### config.mk
export PLATFORM = sky130hd
export DESIGN_NAME = motor_pwm_bank
export DESIGN_NICKNAME = d
export VERILOG_FILES = /design/src/rtl/motor_pwm_bank_pkg.sv /design/src/rtl/motor_pwm_bank_pwm_channel.sv /design/src/rtl/motor_pwm_bank.sv
export SDC_FILE = /design/constraint.sdc
export NUM_CORES = 1
export LEC_CHECK = 0
export ABC_CLOCK_PERIOD_IN_PS = 3600
export BUFFER_PORTS_ARGS = -buffer_cell sky130_fd_sc_hd__clkbuf_2
export CAP_MARGIN = 20
export CORE_MARGIN = 5
export CORE_UTILIZATION = 59
export CTS_BUF_LIST = sky130_fd_sc_hd__clkbuf_16
export CTS_CLUSTER_DIAMETER = 50
export DETAILED_ROUTE_END_ITERATION = 8
export PLACE_DENSITY = 0.79
export SYNTH_ARGS = -nofsm -noshare
export SYNTH_HDL_FRONTEND = slang
export SYNTH_SLANG_ARGS = --single-unit
### constraint.sdc
create_clock -name Clock -period 3.6 [get_ports Clock]
set_clock_uncertainty 0.15 [all_clocks]
set_input_delay 0.72 -clock Clock [delete_from_list [all_inputs] [get_ports Clock]]
set_output_delay 0.72 -clock Clock [all_outputs]
set_load 0.01 [all_outputs]
### src/rtl/motor_pwm_bank_pkg.sv
// Shared definitions for the motor PWM bank: default widths, duty type and
// helpers that size the timebase counters.
package motor_pkg;

  localparam int unsigned DUTY_W_DEF = 7;
  localparam int unsigned PERIOD_DEF = 100;

  typedef logic [DUTY_W_DEF-1:0] duty_t;

  // Duty value that keeps a channel high for the whole period
  localparam int unsigned DUTY_FULL = PERIOD_DEF;

  // Prescaler counter width; a prescale of 1 still needs a 1-bit register
  function automatic int unsigned presc_width(input int unsigned prescale);
    return (prescale > 1) ? $clog2(prescale) : 1;
  endfunction

  // Tick counter shares the duty field width so compares line up
  function automatic int unsigned tick_width(input int unsigned duty_w);
    return duty_w;
  endfunction

endpackage

### src/rtl/motor_pwm_bank_pwm_channel.sv
// One PWM channel: shadow duty, active duty, saturation and the registered
// compare output. Optional soft start under MOTOR_PWM_RAMP_EN.
module pwm_channel
  import motor_pkg::*;
#(
  parameter int unsigned DUTY_W = DUTY_W_DEF,
  parameter int unsigned PERIOD = DUTY_FULL
) (
  input  logic              Clock,
  input  logic              Reset,
  input  logic              i_enable,
  input  logic              i_load_evt,
  input  logic [DUTY_W-1:0] i_duty,
  input  logic              i_duty_load,
  input  logic [DUTY_W-1:0] i_tick_n,
  output logic              o_pwm
);

  // One extra bit so PERIOD == 2**DUTY_W is representable
  localparam int unsigned AW = DUTY_W + 1;
  localparam logic [AW-1:0] FULL = AW'(PERIOD);

  logic [AW-1:0] r_shadow;
  logic [AW-1:0] r_active;
  logic          r_pwm;
  logic [AW-1:0] w_dsat;
  logic [AW-1:0] w_target;
  logic [AW-1:0] w_active_n;
  logic          w_pwm_n;

  // Saturate the incoming duty, pick the load target and the next active duty
  always_comb begin
    w_dsat   = ({1'b0, i_duty} >= FULL) ? FULL : {1'b0, i_duty};
    // A load coinciding with a period start bypasses the shadow register
    w_target = i_duty_load ? w_dsat : r_shadow;
`ifdef MOTOR_PWM_RAMP_EN
    w_active_n = r_active;
    if (!i_enable) begin
      w_active_n = '0;
    end else if (i_load_evt) begin
      if (r_active < w_target) begin
        w_active_n = r_active + 1'b1;
      end else if (r_active > w_target) begin
        w_active_n = r_active - 1'b1;
      end
    end
`else
    w_active_n = i_load_evt ? w_target : r_active;
`endif
    // Compare against next-state tick and duty so the output is registered
    w_pwm_n = i_enable && ({1'b0, i_tick_n} < w_active_n);
  end

  // Shadow, active and output registers
  always_ff @(posedge Clock) begin
    if (!Reset) begin
      r_shadow <= '0;
      r_active <= '0;
      r_pwm    <= 1'b0;
    end else begin
      if (i_duty_load) begin
        r_shadow <= w_dsat;
      end
      r_active <= w_active_n;
      r_pwm    <= w_pwm_n;
    end
  end

  assign o_pwm = r_pwm;

endmodule

### src/rtl/motor_pwm_bank.sv
// Multi-channel motor PWM bank: shared prescaler/tick timebase feeding
// double-buffered per-channel comparators. Define MOTOR_PWM_RAMP_EN for
// soft-start ramping of the active duties.
module motor_pwm_bank
  import motor_pkg::*;
#(
  parameter int unsigned CHANNELS = 2,
  parameter int unsigned DUTY_W   = DUTY_W_DEF,
  parameter int unsigned PRESCALE = 1000,
  parameter int unsigned PERIOD   = DUTY_FULL
) (
  input  logic                       Clock,
  input  logic                       Reset,
  input  logic                       enable_i,
  input  logic [CHANNELS*DUTY_W-1:0] duty_i,
  input  logic                       duty_load_i,
  output logic [CHANNELS-1:0]        pwm_o,
  output logic                       period_tick_o
);

  localparam int unsigned PW = presc_width(PRESCALE);
  localparam int unsigned TW = tick_width(DUTY_W);
  localparam logic [PW-1:0] PRESC_LAST = PW'(PRESCALE - 1);
  localparam logic [TW-1:0] TICK_LAST  = TW'(PERIOD - 1);

  logic [PW-1:0] r_presc;
  logic [TW-1:0] r_tick;
  logic          r_en;
  logic          r_period_tick;
  logic [PW-1:0] w_presc_n;
  logic [TW-1:0] w_tick_n;
  logic          w_tick_en;
  logic          w_restart;
  logic          w_boundary;
  logic          w_load_evt;

  // Next-state timebase; a rising enable restarts at tick 0 like a boundary
  always_comb begin
    w_tick_en  = (r_presc == PRESC_LAST);
    w_restart  = enable_i && !r_en;
    w_boundary = enable_i && r_en && w_tick_en && (r_tick == TICK_LAST);
    w_load_evt = w_restart || w_boundary;
    w_presc_n  = '0;
    w_tick_n   = '0;
    if (enable_i && r_en) begin
      if (w_tick_en) begin
        w_presc_n = '0;
        w_tick_n  = (r_tick == TICK_LAST) ? '0 : r_tick + 1'b1;
      end else begin
        w_presc_n = r_presc + 1'b1;
        w_tick_n  = r_tick;
      end
    end
  end

  // Timebase registers and the period-start pulse
  always_ff @(posedge Clock) begin
    if (!Reset) begin
      r_presc       <= '0;
      r_tick        <= '0;
      r_en          <= 1'b0;
      r_period_tick <= 1'b0;
    end else begin
      r_presc       <= w_presc_n;
      r_tick        <= w_tick_n;
      r_en          <= enable_i;
      r_period_tick <= enable_i && (w_tick_n == '0) && (w_presc_n == '0);
    end
  end

  assign period_tick_o = r_period_tick;

  for (genvar g = 0; g < CHANNELS; g++) begin : g_ch
    pwm_channel #(
      .DUTY_W (DUTY_W),
      .PERIOD (PERIOD)
    ) u_ch (
      .Clock       (Clock),
      .Reset       (Reset),
      .i_enable    (enable_i),
      .i_load_evt  (w_load_evt),
      .i_duty      (duty_i[g*DUTY_W +: DUTY_W]),
      .i_duty_load (duty_load_i),
      .i_tick_n    (w_tick_n),
      .o_pwm       (pwm_o[g])
    );
  end

endmodule

=== After elaboration in Yosys (flattened, before gate mapping) ===
Cells that the tools add are included.
W data, S select, Z words.

* Equal/unequal tests: 2
* Muxes and demuxes: 11
* Magnitude comparators: 4
* Reductions and logical operators: 12
* $add $sub $neg: 2

{| class="wikitable"
|+ Operators by type and width
! operator !! count
|-
| $mux W7 || 5
|-
| $mux W8 || 4
|-
| $mux W10 || 2
|-
| $lt A7 B8 Y1 || 2
|-
| $ge A7 B7 Y1 const B || 2
|-
| $add A10 B1 Y10 const B || 1
|-
| $eq A10 B10 Y1 const B || 1
|-
| $logic_not A10 Y1 || 1
|-
| $logic_and A1 B1 Y1 || 8
|-
| $add A7 B1 Y7 const B || 1
|-
| $eq A7 B7 Y1 const B || 1
|-
| $logic_not A7 Y1 || 1
|-
| $logic_not A1 Y1 || 1
|-
| $logic_or A1 B1 Y1 || 1
|}

* Word-level logic and storage cells: 41
* Output and inout bits: 3
* Register bits: 53
* Input port bits: 18

=== Logic depth before layout (Yosys ltp) ===
* Word-level depth: 7
* Depth in mapped cells: 13
* Gate-level depth less buffers: 12

=== Hierarchy ===
A second synthesis with hierarchy kept.

* Cells, all modules: 298
* Area total of the unflattened synthesis: 2797.7 um2

{| class="wikitable"
|+ Modules (own cells, without submodules)
! module !! instances !! area an instance (um2) !! cells each !! seq. area each (um2)
|-
| pwm_channel || 2 || 835.8 || 84 || 340.3
|-
| motor_pwm_bank || 1 || 1126.1 || 130 || 380.4
|}

=== Least setup slack after synthesis ===
No wires, ideal clock.

* Path kind: input port to flip-flop
* From: input duty_load_i
* To: register g_ch[0].u_ch.r_pwm
* Data required time: 3.376 ns
* Buffers on the path: 2
* Stages: 11
* Arrival: 2.556 ns
* Slack: 0.820 ns
* Setup time: 0.074 ns
* Cell sequence: clkbuf_1 clkbuf_1 a31oi_1 nor2_1 a21oi_1 ha_1 a21o_1 a21oi_1 nand2_1 or3_1 a31oi_1

* Cells in the longest elaborated chain, start to end: 4

{| class="wikitable"
|+ RTL lines
! element !! RTL line !! text
|-
| from (decl) || motor_pwm_bank.sv:16 || <nowiki>input logic duty_load_i,</nowiki>
|-
| $mux W8 || motor_pwm_bank_pwm_channel.sv:35 || <nowiki>w_target = i_duty_load ? w_dsat : r_shadow;</nowiki>
|-
| $mux W8 || motor_pwm_bank_pwm_channel.sv:48 || <nowiki>w_active_n = i_load_evt ? w_target : r_active;</nowiki>
|-
| $lt A7 B8 Y1 || motor_pwm_bank_pwm_channel.sv:51 || <nowiki>w_pwm_n = i_enable && ({1'b0, i_tick_n} < w_active_n);</nowiki>
|-
| $logic_and A1 B1 Y1 || motor_pwm_bank_pwm_channel.sv:51 ||
|-
| to (signal assigned) || motor_pwm_bank_pwm_channel.sv:65 || <nowiki>r_pwm <= w_pwm_n;</nowiki>
|-
| to (decl) || motor_pwm_bank_pwm_channel.sv:25 || <nowiki>logic r_pwm;</nowiki>
|}

No other way between the ends.
A chain may end at the register's enable or synchronous reset.

=== Worst setup path after layout ===
* From: register r_tick[0]
* To: register g_ch[1].u_ch.r_pwm

* Cells in the longest elaborated chain, start to end: 6
* Elaborated cells between the ends (all ways): 10
* Those cells by class: add/sub: 1; order compare: 1; eq/ne: 1; mux: 4; reduce/logical: 3

{| class="wikitable"
|+ RTL lines
! element !! RTL line !! text
|-
| from (decl) || motor_pwm_bank.sv:27 || <nowiki>logic [TW-1:0] r_tick;</nowiki>
|-
| from (signal assigned) || motor_pwm_bank.sv:65 || <nowiki>r_tick <= w_tick_n;</nowiki>
|-
| $add A7 B1 Y7 / $eq A7 B7 Y1 (equally long branches) || motor_pwm_bank.sv:48, motor_pwm_bank.sv:41 ||
|-
| $mux W7 / $logic_and A1 B1 Y1 (equally long branches) || motor_pwm_bank.sv:48, motor_pwm_bank.sv:41 ||
|-
| $mux W7 / $logic_or A1 B1 Y1 (equally long branches) || motor_pwm_bank.sv:46, motor_pwm_bank.sv:42 ||
|-
| $mux W7 / $mux W8 (equally long branches) || motor_pwm_bank.sv:45, motor_pwm_bank_pwm_channel.sv:48 ||
|-
| $lt A7 B8 Y1 (*) || motor_pwm_bank_pwm_channel.sv:51 ||
|-
| $logic_and A1 B1 Y1 (*) || motor_pwm_bank_pwm_channel.sv:51 ||
|-
| to (signal assigned) || motor_pwm_bank_pwm_channel.sv:65 ||
|-
| to (decl) || motor_pwm_bank_pwm_channel.sv:25 ||
|}

Mark *: on every way between the ends. The rest lies on a longest branch, timed or not.

==> metrics.txt <==
# TYPE chip_impl_metric gauge
chip_impl_metric{name="detailedPlacementHpwl",unit="µm"} 3660
chip_impl_metric{name="number_of_diodes_added_for_antenna_fixing",unit=""} 0
chip_impl_metric{name="grt_antenna_before_repair",unit=""} 0
chip_impl_metric{name="yosys_register_bits",unit=""} 53
chip_impl_info{name="synth.top_cells.by_area",value="sky130_fd_sc_hd__dfxtp_1 40%, sky130_fd_sc_hd__ha_1 6.6%, sky130_fd_sc_hd__nor2b_1 6.2%, sky130_fd_sc_hd__and2_1 5.0%, sky130_fd_sc_hd__mux2i_1 4.9%"} 1
chip_impl_metric{name="wl_per_cell",unit="µm"} 14.2
chip_impl_metric{name="critical_path_required",unit="ps"} 3660
chip_impl_metric{name="cts_max_path_buffers",unit=""} 2
chip_impl_info{name="startpoint",value="r_tick[0]$_SDFF_PN0_"} 1
chip_impl_metric{name="initial_core_util",unit="%"} 60.7
chip_impl_metric{name="pin_count_of_the_biggest_net_entering_global_routing",unit=""} 41
chip_impl_metric{name="synthesis.area_per_instance",unit="µm²"} 9.05
chip_impl_metric{name="post-route-min-period",unit="ps"} 3320
chip_impl_info{name="timing.critical_path.from_type",value="flop"} 1
chip_impl_metric{name="clock_input_transition_at_the_sequential_cells_of_the_worst_setup_and_hold_paths",unit="ps"} 60
chip_impl_metric{name="power.density",unit="nW/µm²"} 407
chip_impl_metric{name="synthesis.area",unit="µm²"} 2640
chip_impl_metric{name="drive_gt1_share",unit="%"} 12.3
chip_impl_info{name="critPathCaptureType",value="flop"} 1
chip_impl_metric{name="unique_cell_type_count_in_the_yosys_netlist",unit=""} 40
chip_impl_metric{name="nNetsFinal",unit=""} 340
chip_impl_metric{name="worst_ir_drop_vdd",unit="mV"} 0.257
chip_impl_metric{name="core-area",unit="µm²"} 4350
chip_impl_metric{name="row_count",unit=""} 24
chip_impl_metric{name="number_of_warnings_reported_in_the_yosys_synthesis_log",unit=""} 0
chip_impl_metric{name="grt_pass1_vias",unit=""} 1893
chip_impl_metric{name="io_buffers",unit=""} 20
chip_impl_metric{name="count_of_clock_tree_sinks",unit=""} 53
chip_impl_info{name="hp-class",value="flop to flop"} 1
chip_impl_metric{name="synth-async-reset-ratio",unit="%"} 0
chip_impl_metric{name="total_switching_power",unit="W"} 0.000274
chip_impl_metric{name="swShare",unit="%"} 23.2
chip_impl_metric{name="postCtsResizedCells",unit=""} 0
chip_impl_metric{name="floorplan.die_area",unit="µm²"} 5920
chip_impl_metric{name="areaGrowthSynthToFinish",unit="%"} 9.94
chip_impl_info{name="tritoncts",value="yes"} 1
chip_impl_metric{name="p_clk_share",unit="%"} 39.3
chip_impl_info{name="rsz_0062_raised_after_global_routing",value="no"} 1
chip_impl_metric{name="globalplace.congestion",unit=""} 0.877
chip_impl_metric{name="synth.top_cell.area_share",unit="%"} 40.2
chip_impl_metric{name="vias",unit=""} 2005
chip_impl_metric{name="timing.final.max_slew_violations",unit=""} 0
chip_impl_metric{name="synth_nets",unit=""} 324
chip_impl_metric{name="chipWidth",unit="µm"} 76.9
chip_impl_metric{name="arrival",unit="ps"} 3380
chip_impl_info{name="synth_top_flop_cell",value="sky130_fd_sc_hd__dfxtp_1"} 1
chip_impl_info{name="yosysTopAreaCell",value="sky130_fd_sc_hd__dfxtp_1"} 1
chip_impl_metric{name="power.internal",unit="W"} 0.000910
chip_impl_metric{name="worst_slew_margin_rel",unit="%"} 55.1
chip_impl_info{name="clock_tree.root_cell",value="sky130_fd_sc_hd__clkbuf_16"} 1
chip_impl_metric{name="synth_enable_flop_cells",unit=""} 0
chip_impl_info{name="reg2reg_from",value="r_tick[0]$_SDFF_PN0_"} 1
chip_impl_info{name="post-synth-top-count-cell",value="sky130_fd_sc_hd__dfxtp_1"} 1
chip_impl_info{name="min-delay-start",value="g_ch[0].u_ch.r_active[4]$_SDFF_PN0_"} 1
chip_impl_info{name="crit_type",value="flop to flop"} 1
chip_impl_metric{name="detail_route.first_pass.iterations",unit=""} 4
chip_impl_metric{name="netlist_instances",unit=""} 292
chip_impl_metric{name="setup_viol",unit=""} 0
chip_impl_metric{name="seqPwrFrac",unit="%"} 51.7
chip_impl_metric{name="io_pins",unit=""} 21
chip_impl_metric{name="fill_count",unit=""} 356
chip_impl_metric{name="antenna_left",unit=""} 0
chip_impl_metric{name="worstPathMaxFanout",unit=""} 12
chip_impl_metric{name="insertion_delay",unit="ps"} 290
chip_impl_metric{name="fmax",unit="MHz"} 302
chip_impl_metric{name="die_h",unit="µm"} 76.9
chip_impl_metric{name="power.leakage",unit="nW"} 1.18
chip_impl_metric{name="drt-initial-drc-count",unit=""} 122
chip_impl_metric{name="post-place-ws",unit="ps"} 370
chip_impl_info{name="synth_top_cells_by_count",value="53 x sky130_fd_sc_hd__dfxtp_1, 26 x sky130_fd_sc_hd__nor2b_1, 25 x sky130_fd_sc_hd__nor2_1, 21 x sky130_fd_sc_hd__and2_1, 14 x sky130_fd_sc_hd__ha_1"} 1
chip_impl_metric{name="drc",unit=""} 0
chip_impl_metric{name="synth-seq-area-share",unit="%"} 40.2
chip_impl_metric{name="grt_first_pass_wirelength",unit="µm"} 8780
chip_impl_metric{name="timing.final.hold_violations",unit=""} 0
chip_impl_metric{name="combinationalPowerShare",unit="%"} 9.0
chip_impl_info{name="result_of_the_run",value="completed"} 1
chip_impl_metric{name="routed_wirelength",unit="µm"} 5120
chip_impl_metric{name="setup_buffers_after_cts",unit=""} 0
chip_impl_metric{name="cts_max_level",unit=""} 2
chip_impl_metric{name="tightest_slew",unit="ps"} 674
chip_impl_metric{name="cts_buffers",unit=""} 5
chip_impl_metric{name="period_share",unit="%"} 92.1
chip_impl_metric{name="maxCapViolations",unit=""} 0
chip_impl_metric{name="postLayoutSetupSlackWorst",unit="ps"} 284
chip_impl_metric{name="totalNegativeSetupSlack",unit="ps"} 0
chip_impl_metric{name="postCtsHoldBufs",unit=""} 0
chip_impl_metric{name="grt_usage",unit="%"} 18.1
chip_impl_metric{name="post_dr_vias_cell",unit=""} 5.55
chip_impl_metric{name="globalRoute.totalOverflow",unit=""} 0
-- path summary, 6_finish.rpt --
| kind | end | slack [ps] | cells past startpoint |
|---|---|---|---|
| max reg2reg | g_ch[1].u_ch.o_pwm$_SDFF_PN0_ | 280 | 12 |
| min reg2reg | g_ch[0].u_ch.r_active[4]$_SDFF_PN0_ | 360 | 2 |
| max | g_ch[1].u_ch.o_pwm$_SDFF_PN0_ | 280 | 12 |
| min | g_ch[0].u_ch.r_active[4]$_SDFF_PN0_ | 360 | 2 |
-- state kept, by name, summed over array words and instances, names as in the netlist --
name                cells
g_ch.u_ch.o_pwm         2
g_ch.u_ch.r_shadow     16
r_en                    1
g_ch.u_ch.r_active     16
r_presc                10
period_tick_o           1
r_tick                  7
-- layer usage --
metal,vias up,share of wire [%],track usage [%],routed length (µm)
li1,1039,-,-,-
met1,923,46,23.8,2370
met2,37,48,29.5,2460
met3,6,4.2,4.45,215
met4,0,1.3,5.24,69
met5,-,0,0,0
-- power by group through the flow --
| stage | Sequential, W | Combinational (W) | Clock [W] |
|---|---|---|---|
| floorplan | 0.000624 | 0.0000766 | 0 |
| global placement | 0.000625 | 0.000103 | 0 |
| detailed placement | 0.000625 | 0.000105 | 0 |
| CTS | 0.000612 | 0.000107 | 0.000476 |
| global route | 0.000614 | 0.000121 | 0.000501 |
| finish | 0.000612 | 0.000106 | 0.000466 |
-- critical path, stage by stage (launching register included) --
cell and delay (ps):
sky130_fd_sc_hd__dfxtp_1 370, sky130_fd_sc_hd__ha_1 220, sky130_fd_sc_hd__nand4bb_1 170, sky130_fd_sc_hd__nor4_1 500, sky130_fd_sc_hd__o21ai_2 320, sky130_fd_sc_hd__buf_4 270, sky130_fd_sc_hd__mux2i_1 290, sky130_fd_sc_hd__ha_1 290
sky130_fd_sc_hd__o21ai_0 140, sky130_fd_sc_hd__nand2b_1 70, sky130_fd_sc_hd__a21oi_1 140, sky130_fd_sc_hd__o21ai_0 110, sky130_fd_sc_hd__a31oi_1 190
-- stage by stage --
stage	cells	power, W	cell area [µm²]	hold slack (ps)	util (%)
after floorplan	292	0.000701	2640	292	-
after global placement	353	0.000727	2760	313	63.4
after detailed placement	353	0.000730	2760	328	63.4
after CTS	361	0.00119	2910	363	66.7
after global routing	361	0.00123	2910	386	66.7
final	361	0.00118	2910	360	66.7
-- cell type report --
class / instances / area [µm²] / share of cell area [%]
clock inverter: 3 / 17.5 / 0.603
inverter: 13 / 48.8 / 1.68
sequential: 53 / 1060 / 36.5
clock buffer: 5 / 125 / 4.31
multi-input combinational: 212 / 1470 / 50.4
timing repair buffer: 23 / 123 / 4.22
tap: 52 / 65.1 / 2.24
-- kinds of logic (layout without fill, tap and decap cells) --
kind of cell    count (synthesis)  in the layout  synth area share [%]
xor+xnor                       14             14                  4.64
compound gates                 43             43                  10.3
simple gates                  122            122                  26.3
mux                            19             19                  7.48
fa+ha+maj                      14             14                  6.63
buf+inv                        27             44                  4.55
flops                          53             53                  40.2
-- cells in the final DEF (no fill, tap or decap), drive strengths merged, types with 5 or more instances in the layout --
| cell | count |
|---|---|
| dfxtp | 53 |
| mux2 | 6 |
| o21ai | 12 |
| mux2i | 13 |
| a21oi | 8 |
| clkbuf | 25 |
| nor2b | 26 |
| nor3 | 8 |
| xnor2 | 10 |
| nand3 | 10 |
| ha | 14 |
| and2 | 21 |
| nand2 | 13 |
| inv | 13 |
| a31oi | 7 |
| nand2b | 5 |
| nor2 | 25 |
(Power assumes the default switching activity.)
